File: src/rtl/dmem_arb.sv
// dmem_arb: two-requester round-robin arbiter in front of a single data memory.
// Each granted request runs IDLE -> ACCESS -> RESP and completes with a
// one-cycle rvalid pulse on the port that was granted.
// Optional feature: define DMEM_ARB_MISALIGN_CHK_EN to treat misaligned
// halfword/word accesses as errors instead of passing them to memory.

module dmem_arb #(
  parameter int MEM_BYTES = 1024
) (
  input  logic        clk,
  input  logic        rst_n,

  input  logic        r0_req,
  input  logic        r0_we,
  input  logic [2:0]  r0_funct3,
  input  logic [31:0] r0_addr,
  input  logic [31:0] r0_wdata,
  output logic        r0_gnt,
  output logic        r0_rvalid,
  output logic        r0_err,
  output logic [31:0] r0_rdata,

  input  logic        r1_req,
  input  logic        r1_we,
  input  logic [2:0]  r1_funct3,
  input  logic [31:0] r1_addr,
  input  logic [31:0] r1_wdata,
  output logic        r1_gnt,
  output logic        r1_rvalid,
  output logic        r1_err,
  output logic [31:0] r1_rdata,

  output logic        m_read,
  output logic        m_write,
  output logic [2:0]  m_funct3,
  output logic [31:0] m_addr,
  output logic [31:0] m_wdata,
  input  logic [31:0] m_rdata
);

  typedef enum logic [1:0] {
    IDLE   = 2'd0,
    ACCESS = 2'd1,
    RESP   = 2'd2
  } state_t;

  localparam logic [32:0] MEM_LIMIT = 33'(MEM_BYTES);

  state_t      state;
  state_t      state_next;

  // Port granted most recently; resets to 1 so port 0 wins the first tie.
  logic        last_gnt;

  logic        gnt0;
  logic        gnt1;
  logic        any_gnt;

  // Fields of the port being granted this cycle.
  logic        cur_we;
  logic [2:0]  cur_funct3;
  logic [31:0] cur_addr;
  logic [31:0] cur_wdata;
  logic        cur_err;

  // Transaction captured at the grant edge.
  logic        lat_port;
  logic        lat_we;
  logic [2:0]  lat_funct3;
  logic [31:0] lat_addr;
  logic [31:0] lat_wdata;
  logic        lat_err;

  // Response captured at the end of ACCESS.
  logic [31:0] resp_rdata;
  logic        resp_err;

  // Byte count of an access from the low funct3 bits (00=byte, 01=half, else word).
  function automatic logic [2:0] access_size(input logic [1:0] size_code);
    logic [2:0] bytes;
    case (size_code)
      2'b00:   bytes = 3'd1;
      2'b01:   bytes = 3'd2;
      default: bytes = 3'd4;
    endcase
    return bytes;
  endfunction

  // A request is rejected for an illegal funct3, a store with an unsigned
  // (1xx) width, an access running past the end of memory, or, when the
  // alignment check is built in, a misaligned halfword/word.
  function automatic logic access_error(input logic        we,
                                        input logic [2:0]  funct3,
                                        input logic [31:0] addr);
    logic        bad_funct3;
    logic        bad_store;
    logic        out_of_range;
    logic        misaligned;
    logic [32:0] end_addr;
    bad_funct3   = (funct3 == 3'b011) || (funct3 == 3'b110) || (funct3 == 3'b111);
    bad_store    = we && funct3[2];
    end_addr     = {1'b0, addr} + {30'b0, access_size(funct3[1:0])};
    out_of_range = end_addr > MEM_LIMIT;
`ifdef DMEM_ARB_MISALIGN_CHK_EN
    misaligned   = ((funct3[1:0] == 2'b01) && addr[0]) ||
                   ((funct3[1:0] == 2'b10) && (addr[1:0] != 2'b00));
`else
    misaligned   = 1'b0;
`endif
    return bad_funct3 || bad_store || out_of_range || misaligned;
  endfunction

  // Round-robin grant, only offered in IDLE and never while reset is held.
  always_comb begin
    gnt0 = 1'b0;
    gnt1 = 1'b0;
    if (rst_n && (state == IDLE)) begin
      if (r0_req && r1_req) begin
        if (last_gnt) begin
          gnt0 = 1'b1;
        end else begin
          gnt1 = 1'b1;
        end
      end else if (r0_req) begin
        gnt0 = 1'b1;
      end else if (r1_req) begin
        gnt1 = 1'b1;
      end
    end
  end

  assign any_gnt = gnt0 | gnt1;
  assign r0_gnt  = gnt0;
  assign r1_gnt  = gnt1;

  // Select the granted port's fields and classify the request before latching.
  always_comb begin
    cur_we     = r0_we;
    cur_funct3 = r0_funct3;
    cur_addr   = r0_addr;
    cur_wdata  = r0_wdata;
    if (gnt1) begin
      cur_we     = r1_we;
      cur_funct3 = r1_funct3;
      cur_addr   = r1_addr;
      cur_wdata  = r1_wdata;
    end
    cur_err = access_error(cur_we, cur_funct3, cur_addr);
  end

  // State register.
  always_ff @(posedge clk or negedge rst_n) begin
    if (!rst_n) begin
      state <= IDLE;
    end else begin
      state <= state_next;
    end
  end

  // Next-state logic: every grant is sequenced through ACCESS and RESP.
  always_comb begin
    state_next = state;
    case (state)
      IDLE:    if (any_gnt) state_next = ACCESS;
      ACCESS:  state_next = RESP;
      RESP:    state_next = IDLE;
      default: state_next = IDLE;
    endcase
  end

  // Capture the winning request and remember who won for the next tie.
  always_ff @(posedge clk or negedge rst_n) begin
    if (!rst_n) begin
      last_gnt   <= 1'b1;
      lat_port   <= 1'b0;
      lat_we     <= 1'b0;
      lat_funct3 <= 3'b000;
      lat_addr   <= 32'h0;
      lat_wdata  <= 32'h0;
      lat_err    <= 1'b0;
    end else if (any_gnt) begin
      last_gnt   <= gnt1;
      lat_port   <= gnt1;
      lat_we     <= cur_we;
      lat_funct3 <= cur_funct3;
      lat_addr   <= cur_addr;
      lat_wdata  <= cur_wdata;
      lat_err    <= cur_err;
    end
  end

  // Register the memory result at the end of ACCESS; stores and errors return 0.
  always_ff @(posedge clk or negedge rst_n) begin
    if (!rst_n) begin
      resp_rdata <= 32'h0;
      resp_err   <= 1'b0;
    end else if (state == ACCESS) begin
      resp_rdata <= (!lat_we && !lat_err) ? m_rdata : 32'h0;
      resp_err   <= lat_err;
    end
  end

  // Drive memory only during ACCESS of a legal request; quiet otherwise.
  always_comb begin
    m_read   = 1'b0;
    m_write  = 1'b0;
    m_funct3 = 3'b000;
    m_addr   = 32'h0;
    m_wdata  = 32'h0;
    if ((state == ACCESS) && !lat_err) begin
      m_read   = !lat_we;
      m_write  = lat_we;
      m_funct3 = lat_funct3;
      m_addr   = lat_addr;
      m_wdata  = lat_wdata;
    end
  end

  // Completion pulse in RESP, routed only to the port that owns the transaction.
  always_comb begin
    r0_rvalid = 1'b0;
    r0_err    = 1'b0;
    r0_rdata  = 32'h0;
    r1_rvalid = 1'b0;
    r1_err    = 1'b0;
    r1_rdata  = 32'h0;
    if (state == RESP) begin
      if (lat_port) begin
        r1_rvalid = 1'b1;
        r1_err    = resp_err;
        r1_rdata  = resp_rdata;
      end else begin
        r0_rvalid = 1'b1;
        r0_err    = resp_err;
        r0_rdata  = resp_rdata;
      end
    end
  end

endmodule

File: config.mk
export PLATFORM = sky130hd
export DESIGN_NAME = dmem_arb
export DESIGN_NICKNAME = d
export VERILOG_FILES = /design/src/rtl/dmem_arb.sv
export SDC_FILE = /design/constraint.sdc
export NUM_CORES = 1
export LEC_CHECK = 0
export CORE_UTILIZATION = 45
export CTS_CLUSTER_SIZE = 24
export DETAILED_ROUTE_END_ITERATION = 6
export GPL_ROUTABILITY_DRIVEN = 0
export PLACE_DENSITY = 0.87
export RECOVER_POWER = 25
export REMOVE_ABC_BUFFERS = 1
export SKIP_CTS_REPAIR_TIMING = 1
export SYNTH_ARGS = -nofsm -noshare
export SYNTH_HDL_FRONTEND = slang
export SYNTH_SLANG_ARGS = --single-unit
File: constraint.sdc
create_clock -name clk -period 6.7 [get_ports clk]
set_clock_uncertainty 0.1 [all_clocks]
set_input_delay 1.34 -clock clk [delete_from_list [all_inputs] [get_ports clk]]
set_output_delay 1.34 -clock clk [all_outputs]
set_load 0.005 [all_outputs]
After elaboration in Yosys (flattened, before gate mapping)
Index checks and enable logic that the tools add are counted.

Muxes and demuxes: 34. Magnitude comparators: 1. Multipliers: 0. Equality and inequality tests: 7. Shift operators: 0. Add/sub/neg operators: 1. Div/mod/pow operators: 0. Bitwise gates (word level): 1. Reduce and logical (&&, ||, !) cells: 13.

Operator list (number): 32-bit two-way mux (9); 32-bit by 3-bit adder with 33-bit output (1); 33-bit by 11-bit greater-than comparator with 1-bit output (second input constant) (1); 1-bit two-way mux (20); 3-bit == test (second input constant) (2); 3-bit two-way mux (2); 3-bit case mux with 2 select lines (1); 1-bit logical AND (5); 2-bit by 1-bit == test with 1-bit output (second input constant) (2); 2-bit logical NOT (2); 1-bit logical OR (4); 2-bit case mux with 2 select lines (1); 3-bit by 2-bit == test with 1-bit output (second input constant) (1); 2-bit == test (second input constant) (1); 1-bit logical NOT (2); 2-bit two-way mux (1); 2-bit inequality test (second input constant) (1); 1-bit bitwise OR (1).

Bits in writable memories: 0. Memories: 0. Output and inout bits: 139. Latch bits: 0. Input bits: 172. Word-level logic and storage cells: 67. Register bits: 106. Bits in read-only memories: 0.

Depth between registers and ports, before layout
Gate-level depths: netlist of run 1.

Depth after elaboration: 10. Mapped depth: 18. Gate-level depth less buffers: 16.

Least setup slack after synthesis of run 1
No wires, ideal clock.

Kind: in2reg. Start point: input rst_n. End point: register lat_err. Data required time: 6.474 ns. Buffers on the path: 3. Setup time: 0.126 ns. Arrival: 5.203 ns. Slack: 1.271 ns. Stages: 17. Cell sequence: nor3b_2 nand2_2 inv_2 buf_2 buf_2 buf_1 mux2i_1 nor2b_1 ha_1 fa_1 a21o_1 nand4_1 a32oi_1 or4_4 nor4_2 nand4_1 o32a_1.

Cells in the longest elaborated chain, start to end: 8. Elaborated cells between the ends (all ways): 20. Classes of those cells: add/sub: 1; order compare: 1; eq/ne: 4; mux: 6; bitwise: 1; reduce/logical: 7.

RTL lines: start: declaration (line 11) `input logic rst_n,`; 1-bit logical AND * (line 117) `if (rst_n && (state == IDLE)) begin`; 1-bit two-way mux (line 117); 3-bit two-way mux (line 142) `if (gnt1) begin`; 2-bit by 1-bit == test with 1-bit output, or another cell as far along (line 81) `case (size_code)`; 3-bit case mux with 2 select lines / 1-bit logical OR (equally long branches) (line 81, 100); 32-bit by 3-bit adder with 33-bit output / 1-bit logical OR (equally long branches) (line 102, 100); 33-bit by 11-bit greater-than comparator with 1-bit output / 1-bit logical OR (equally long branches) (line 103, 110); 1-bit logical OR (line 110) `return bad_funct3 || bad_store || out_of_range || misaligned;`; end signal: assignment (line 188) `lat_err <= cur_err;`; end: declaration (line 72) `logic lat_err;`.

Every way passes the cells marked *; elsewhere a longest branch is shown, timed or not. A chain may end at the register's enable or synchronous reset.

Final worst setup path of run 1
Start point: input rst_n. End point: output r0_gnt.

Cells in the longest elaborated chain, start to end: 2.

RTL lines: 1-bit logical AND (line 117); 1-bit two-way mux (line 117); end: declaration (line 18) `output logic r0_gnt,`.

Every way passes these cells.

==> results of run 1 <==
==> power groups by stage <==
stage	clock network (uW)	registers [uW]	logic, uW
6_report	547	810	425
4_1_cts	552	810	425
5_1_grt	573	823	468
3_5_place_dp	0	821	422
2_1_floorplan	0	801	220
3_3_place_gp	0	815	411
==> synth_stat cells (3+ instances only) <==
cell type    n  area [um^2]
inv_1       27          101
a211oi_1     4         30.0
a222oi_1    23          230
xnor2_1     12          105
or3_1        3         18.8
and2_1     135          845
xor2_1       8         70.1
mux2i_1     23          230
nor3_1      17         85.1
mux2_2       6         67.6
a32oi_1      3         26.3
buf_1        5         18.8
and3_1       8         50.1
clkbuf_1    40          150
a31oi_1     30          188
ha_1         3         37.5
o21ai_0     30          150
dfrtp_1    105         2630
and4_1       3         26.3
nand2_1    113          424
nand3_1     20          100
a21oi_1     15         75.1
nor4_1       4         25.0
nand4_1     15         93.8
nor2_1      34          128
a22o_1      32          280
==> sequential cells by signal (all words and copies together), names as in the netlist, 2 cells and up <==
| signal | flops |
|---|---|
| lat_addr | 32 |
| lat_wdata | 32 |
| resp_rdata | 32 |
| lat_funct3 | 3 |
| state | 2 |
==> layout make-up <==
cell class	instances	area, um^2	share of cell area (%)
clock buffers	11	233	2.30
clock inverters	5	61.3	0.606
inverters	29	109	1.08
multi-input cells	578	3660	36.2
flip-flops and latches	106	2650	26.2
well taps	180	225	2.23
repair buffers	321	3170	31.3
==> cell families after synthesis <==
logic type	count (synthesis)	share of synthesized area, %
AO/OA/AOI/OAI	156	17.6
XOR/XNOR	20	2.66
adder cells (fa/ha/maj)	4	0.873
AND/OR/NAND/NOR	369	29.4
multiplexers	29	4.52
flip-flops	106	40.2
buffers and inverters	78	4.65
==> metrics by stage <==
stage	cell area, um^2	power (uW)	hold WS (ns)
final	10100	1780	0.373
after global routing	10100	1860	0.392
after CTS	10100	1790	0.379
after detailed placement	9840	1240	0.363
after global placement	9840	1230	0.353
after floorplan	6400	1020	0.337
==> critical path: cells and delay by family <==
kind                   cells  cell delay (ns)
buffers and inverters      4             2.59
and+or+nand+nor            2             0.76
==> how the worst max path moves through the flow <==
stage                                to
finish                           r0_gnt
global route                     r0_gnt
CTS                 lat_err$_DFFE_PN0P_
detailed placement  lat_err$_DFFE_PN0P_
global placement    lat_err$_DFFE_PN0P_
floorplan           lat_err$_DFFE_PN0P_
==> per-layer routing <==
metal	GRT usage, %	vias to the layer above
met2	52.2	379
met1	37.3	3316
li1	-	3268
met4	13.6	0
met5	0	-
met3	6.04	63
==> flow_summary_export.csv, run 1 <==
group,metric,value,unit
layout,synthToLayoutAreaGrowth,53.4,%
min_path,holdCritPathClass,"register to register",
routing,drtAntennaViolNets,0,
clock_network,cts.clk_slew.worst_paths,0.07,ns
clock_network,cts_sinks,106,
routing,drc,0,
synthesis,synth-seq-cells,106,
worst_setup_path,r2r-end,"lat_err$_DFFE_PN0P_",
synthesis,synthCells,762,
floorplanning,num_rows,43,
layout,final_common_cell,"clkdlybuf4s50_1",
synthesis,synth_area,6590,um^2
timing,fin_crit,6.15,ns
timing,timing.final.crit_share,91.8,%
power,clkPwrFrac,30.7,%
global_route,grt_first_pass_wirelength,35.3,mm
layout,drive_gt1_share,4.38,%
floorplanning,die_x,123,um
worst_setup_path,crit_chain,"clkbuf_1 > clkbuf_1 > or3b_1 > nor2_1 > buf_4 > clkdlybuf4s50_1",
worst_setup_path,path_max_fanout,37,
layout,final_nets,1221,
power,p_leak,0.00423,uW
routing,routedLengthMet1,8.94,mm
routing,vias_per_cell,5.71,
timing,max_freq,163,MHz
routing,wl_met3,1.99,mm
clock_network,clk_path_buf_depth,2,
power,p_comb_share,23.9,%
run,cap_violations,4,
min_path,whs_path_depth,2,
worst_setup_path,rr_startpoint,"last_gnt$_DFFE_PN1P_",
clock_network,cts_made_buffers,9,
clock_network,h-tree-depth,3,
synthesis,synth.avg_cell_area,8.65,um^2
timing,worst_slew_pin_slew,2.16,ns
routing,drtIter0Drc,658,
routing,vias,7026,
min_path,hold_path_end,"lat_addr[1]$_DFFE_PN0P_",
routing,wire_per_inst,19.0,um
global_route,grt_pass1_vias,6485,
synthesis,yosysWarnings,0,
synthesis,synth_edf_count,0,
layout,postLayoutCoreUtil,71.7,%
worst_setup_path,worst_path_most_repeated_cell,"clkbuf_1",
power,p_seq_share,45.5,%
timing,setup-violations-final,0,
global_route,grt_start_max_net_pins,72,
timing,drv_slew,181,
floorplanning,core,14100,um^2
global_route,globalRouteTotalUtil,30.6,%
routing,firstDrtPassIters,7,
power,ir_drop,0.000141,V
worst_setup_path,worstSetupPathType,"input port to primary output",
worst_setup_path,cp.required,5.26,ns
floorplanning,die-area,15100,um^2
global_route,grt_overflow,0,
clock_network,clock_latency,0.36,ns
timing,setup_slack,0.548,ns
power,netSwitchingFraction,30.1,%
worst_setup_path,slowest_delay,1.57,ns
layout,num_antenna_cells,0,
routing,met2_length,11.5,mm
place,preCtsSetupSlack,0.465,ns
synthesis,ys_types,62,
power,cellPowerDensity,176,nW/um^2
worst_setup_path,worstPathArrival,4.71,ns
power,p_int,1250,uW
worst_setup_path,reg2reg_slack,1.98,ns
timing,slew_headroom,-44.3,%
routing,top_layer_used,"met4",
status,status,"finished, violations left",
floorplanning,initial_core_util,46.8,%
floorplanning,num_io_pins,311,
worst_setup_path,reg2reg_depth,15,
timing,rsz0062_at_grt,"false",
worst_setup_path,cp-start-kind,"input port",
layout,layout_common_cells,"clkdlybuf4s50_1 (309), and2_1 (135), nand2_1 (113)",
place,portBuffers,310,
power,netSwitchingPower,536,uW
routing,routed_wl,23.3,mm
place,hpwl,17.3,mm
worst_setup_path,slowest_stage,"clkbuf_1",
timing,hold_viol,0,
min_path,worstHoldStart,"lat_addr[1]$_DFFE_PN0P_",
synthesis,ys_seq_area_share,40.2,%
synthesis,async_reset_ff_share,100,%
worst_setup_path,cp-startpoint,"rst_n",
status,violations,"capacitance limit, slew limit",
worst_setup_path,crit_path_end_kind,"primary output",
timing,tns,0,ns
floorplanning,die_h,123,um
layout,fill_cells,1111,
layout,final_cells,1230,
clock_network,cts-root-buf,"clkbuf_16",
synthesis,synth_flop_cell,"dfrtp_1",
global_route,antenna_found_initial,0,
clock_network,cts_tree,"yes",
place,dp_cells,1214,
No activity file was read; power rests on OpenSTA's default activity.
==> run 2, diff against run 1 <==
--- a/config.mk
+++ b/config.mk
@@ -5,6 +5,7 @@
 export SDC_FILE = /design/constraint.sdc
 export NUM_CORES = 1
 export LEC_CHECK = 0
+export CORE_MARGIN = 2
 export CORE_UTILIZATION = 45
 export CTS_CLUSTER_SIZE = 24
 export DETAILED_ROUTE_END_ITERATION = 6
==> run 2 against run 1 <==
  * Critical path depth up 10
  * The run still ends with capacitance limit, slew limit left
  * Critical endpoint is now lat_err$_DFFE_PN0P_
  * Fmax up 4.2%
  * Largest power group unchanged
  * Clock power down 3%
  * Global-route usage down 1.5 points
  * Power down 1.0%
  * Cell area unchanged
  * Via count up 1.5%
  * Register-to-register slack better by 0.04 ns
  * Utilization down 1.6 points
  * Critical path type is now input port to register
  * First-iteration DRC count down 1.1%
==> flow_summary_export.csv, run 2 (synthesis results as in run 1) <==
group,metric,value,unit
worst_setup_path,path_max_fanout,34,
routing,vias,7128,
layout,num_antenna_cells,0,
routing,drc,0,
layout,reg_top3,"lat_addr: 32 flops, lat_wdata: 32 flops, resp_rdata: 32 flops",
worst_setup_path,reg2reg_depth,15,
clock_network,clock_latency,0.35,ns
clock_network,cts_sinks,106,
routing,firstDrtPassIters,6,
floorplanning,die_x,125,um
floorplanning,initial_core_util,45.7,%
clock_network,h-tree-depth,3,
routing,drtAntennaViolNets,0,
floorplanning,core,14400,um^2
clock_network,clk_path_buf_depth,2,
worst_setup_path,crit_path_end_kind,"register",
place,dp_cells,1219,
min_path,hold_path_end,"lat_addr[14]$_DFFE_PN0P_",
layout,fill_cells,1145,
min_path,worstHoldStart,"lat_addr[14]$_DFFE_PN0P_",
min_path,whs_path_depth,2,
floorplanning,die-area,15600,um^2
timing,max_freq,169,MHz
global_route,gr-usage-met2,50.4,%
timing,fin_crit,5.90,ns
layout,final_cells,1235,
place,dpl_cell_area,9850,um^2
global_route,grt_overflow,0,
layout,drive_gt1_share,4.19,%
global_route,busiest_layer,"met2",
global_route,use_met3,4.54,%
worst_setup_path,reg2reg_slack,2.02,ns
worst_setup_path,r2r-end,"lat_err$_DFFE_PN0P_",
clock_network,cts_tree,"yes",
worst_setup_path,worstPathArrival,6.03,ns
min_path,holdCritPathClass,"register to register",
timing,drv_slew,136,
worst_setup_path,rr_startpoint,"last_gnt$_DFFE_PN1P_",
status,status,"finished, violations left",
global_route,grt_pass1_vias,6821,
floorplanning,die_h,125,um
clock_network,cts.clk_slew.worst_paths,0.07,ns
power,p_leak,0.00422,uW
place,hpwl,17.2,mm
timing,rsz0062_at_grt,"false",
power,ir_drop,0.000111,V
layout,layout_common_cells,"clkdlybuf4s50_1 (309), and2_1 (135), nand2_1 (113)",
layout,seq_area,2650,um^2
worst_setup_path,worstSetupPathType,"input port to register",
global_route,antenna_found_initial,0,
global_route,globalRouteTotalUtil,29.1,%
power,cellPowerDensity,174,nW/um^2
routing,wire_per_inst,18.7,um
power,total_power,1760,uW
global_route,grt_use_met1,36.7,%
layout,final_nets,1222,
layout,synthToLayoutAreaGrowth,53.4,%
floorplanning,num_io_pins,311,
layout,final_common_cell,"clkdlybuf4s50_1",
routing,routed_wl,23.1,mm
worst_setup_path,cp.required,6.83,ns
layout,multiInputGateArea,3660,um^2
floorplanning,num_rows,44,
clock_network,cts_made_buffers,9,
timing,slew_headroom,-133,%
timing,hold_viol,0,
routing,vias_per_cell,5.77,
timing,timing.final.crit_share,88.1,%
timing,setup-violations-final,0,
worst_setup_path,cp-start-kind,"input port",
layout,design_area,10100,um^2
layout,postLayoutCoreUtil,70.1,%
global_route,grt_first_pass_wirelength,36.8,mm
place,portBuffers,310,
clock_network,cts-root-buf,"clkbuf_16",
place,preCtsSetupSlack,0.551,ns
routing,drtIter0Drc,651,
run,cap_violations,3,
status,violations,"capacitance limit, slew limit",
timing,worst_slew_pin_slew,3.49,ns
timing,setup_slack,0.798,ns
global_route,grt_start_max_net_pins,67,
[run 2: per-stage QoR]
step	hold slack (ns)	TNS [ns]
floorplan	0.337	-23.25
detailed placement	0.357	0
global placement	0.351	0
CTS	0.378	0
finish	0.374	0
global route	0.399	0
[run 2: power breakdown]
part           leakage [uW]  total [uW]  switching [uW]  internal [uW]
combinational       0.00276         426             224            201
clock              0.000134         530             240            290
sequential          0.00132         808            56.2            752
[run 2: how the worst max path moves through the flow]
stage / from / to / depth (start not counted)
6_report: r1_req / lat_err$_DFFE_PN0P_ / 16
4_1_cts: r1_req / r1_gnt / 6
3_5_place_dp: r1_req / lat_err$_DFFE_PN0P_ / 16
5_1_grt: r1_req / lat_err$_DFFE_PN0P_ / 16
3_3_place_gp: r1_req / lat_err$_DFFE_PN0P_ / 16
2_1_floorplan: r0_req / lat_err$_DFFE_PN0P_ / 3
[run 2: layout make-up]
type / instances / area share (%)
multi-input combinational: 578 / 36.2
tap: 184 / 2.28
inverter: 29 / 1.08
sequential: 106 / 26.2
timing repair buffer: 322 / 31.4
clock buffer: 13 / 2.38
clock inverter: 3 / 0.421
[run 2: metal layers]
layer  wire [um]  up-vias
met5           0        -
met4         796        0
met3        1880       64
met2       11500      434
met1        8980     3360
li1            -     3270
[run 2: critical path, stage by stage]
cell and delay [ns]:
clkdlybuf4s50_1 0.56, a21boi_2 0.47, nand2_2 0.26, inv_2 0.53, mux2i_1 0.22, nor2b_1 0.18, ha_1 0.21, fa_1 0.40
a21o_1 0.30, nand2_1 0.12, xor2_1 0.15, a22oi_1 0.11, mux2_2 0.28, o31ai_1 0.35, o2111ai_1 0.17, o32a_1 0.37
==> run 3, diff against run 2 <==
--- a/config.mk
+++ b/config.mk
@@ -17,3 +17,4 @@
 export SYNTH_ARGS = -nofsm -noshare
 export SYNTH_HDL_FRONTEND = slang
 export SYNTH_SLANG_ARGS = --single-unit
+export TNS_END_PERCENT = 30
==> results of run 3 <==
No change in the layout: final DEF, timing and power equal those of run 2.
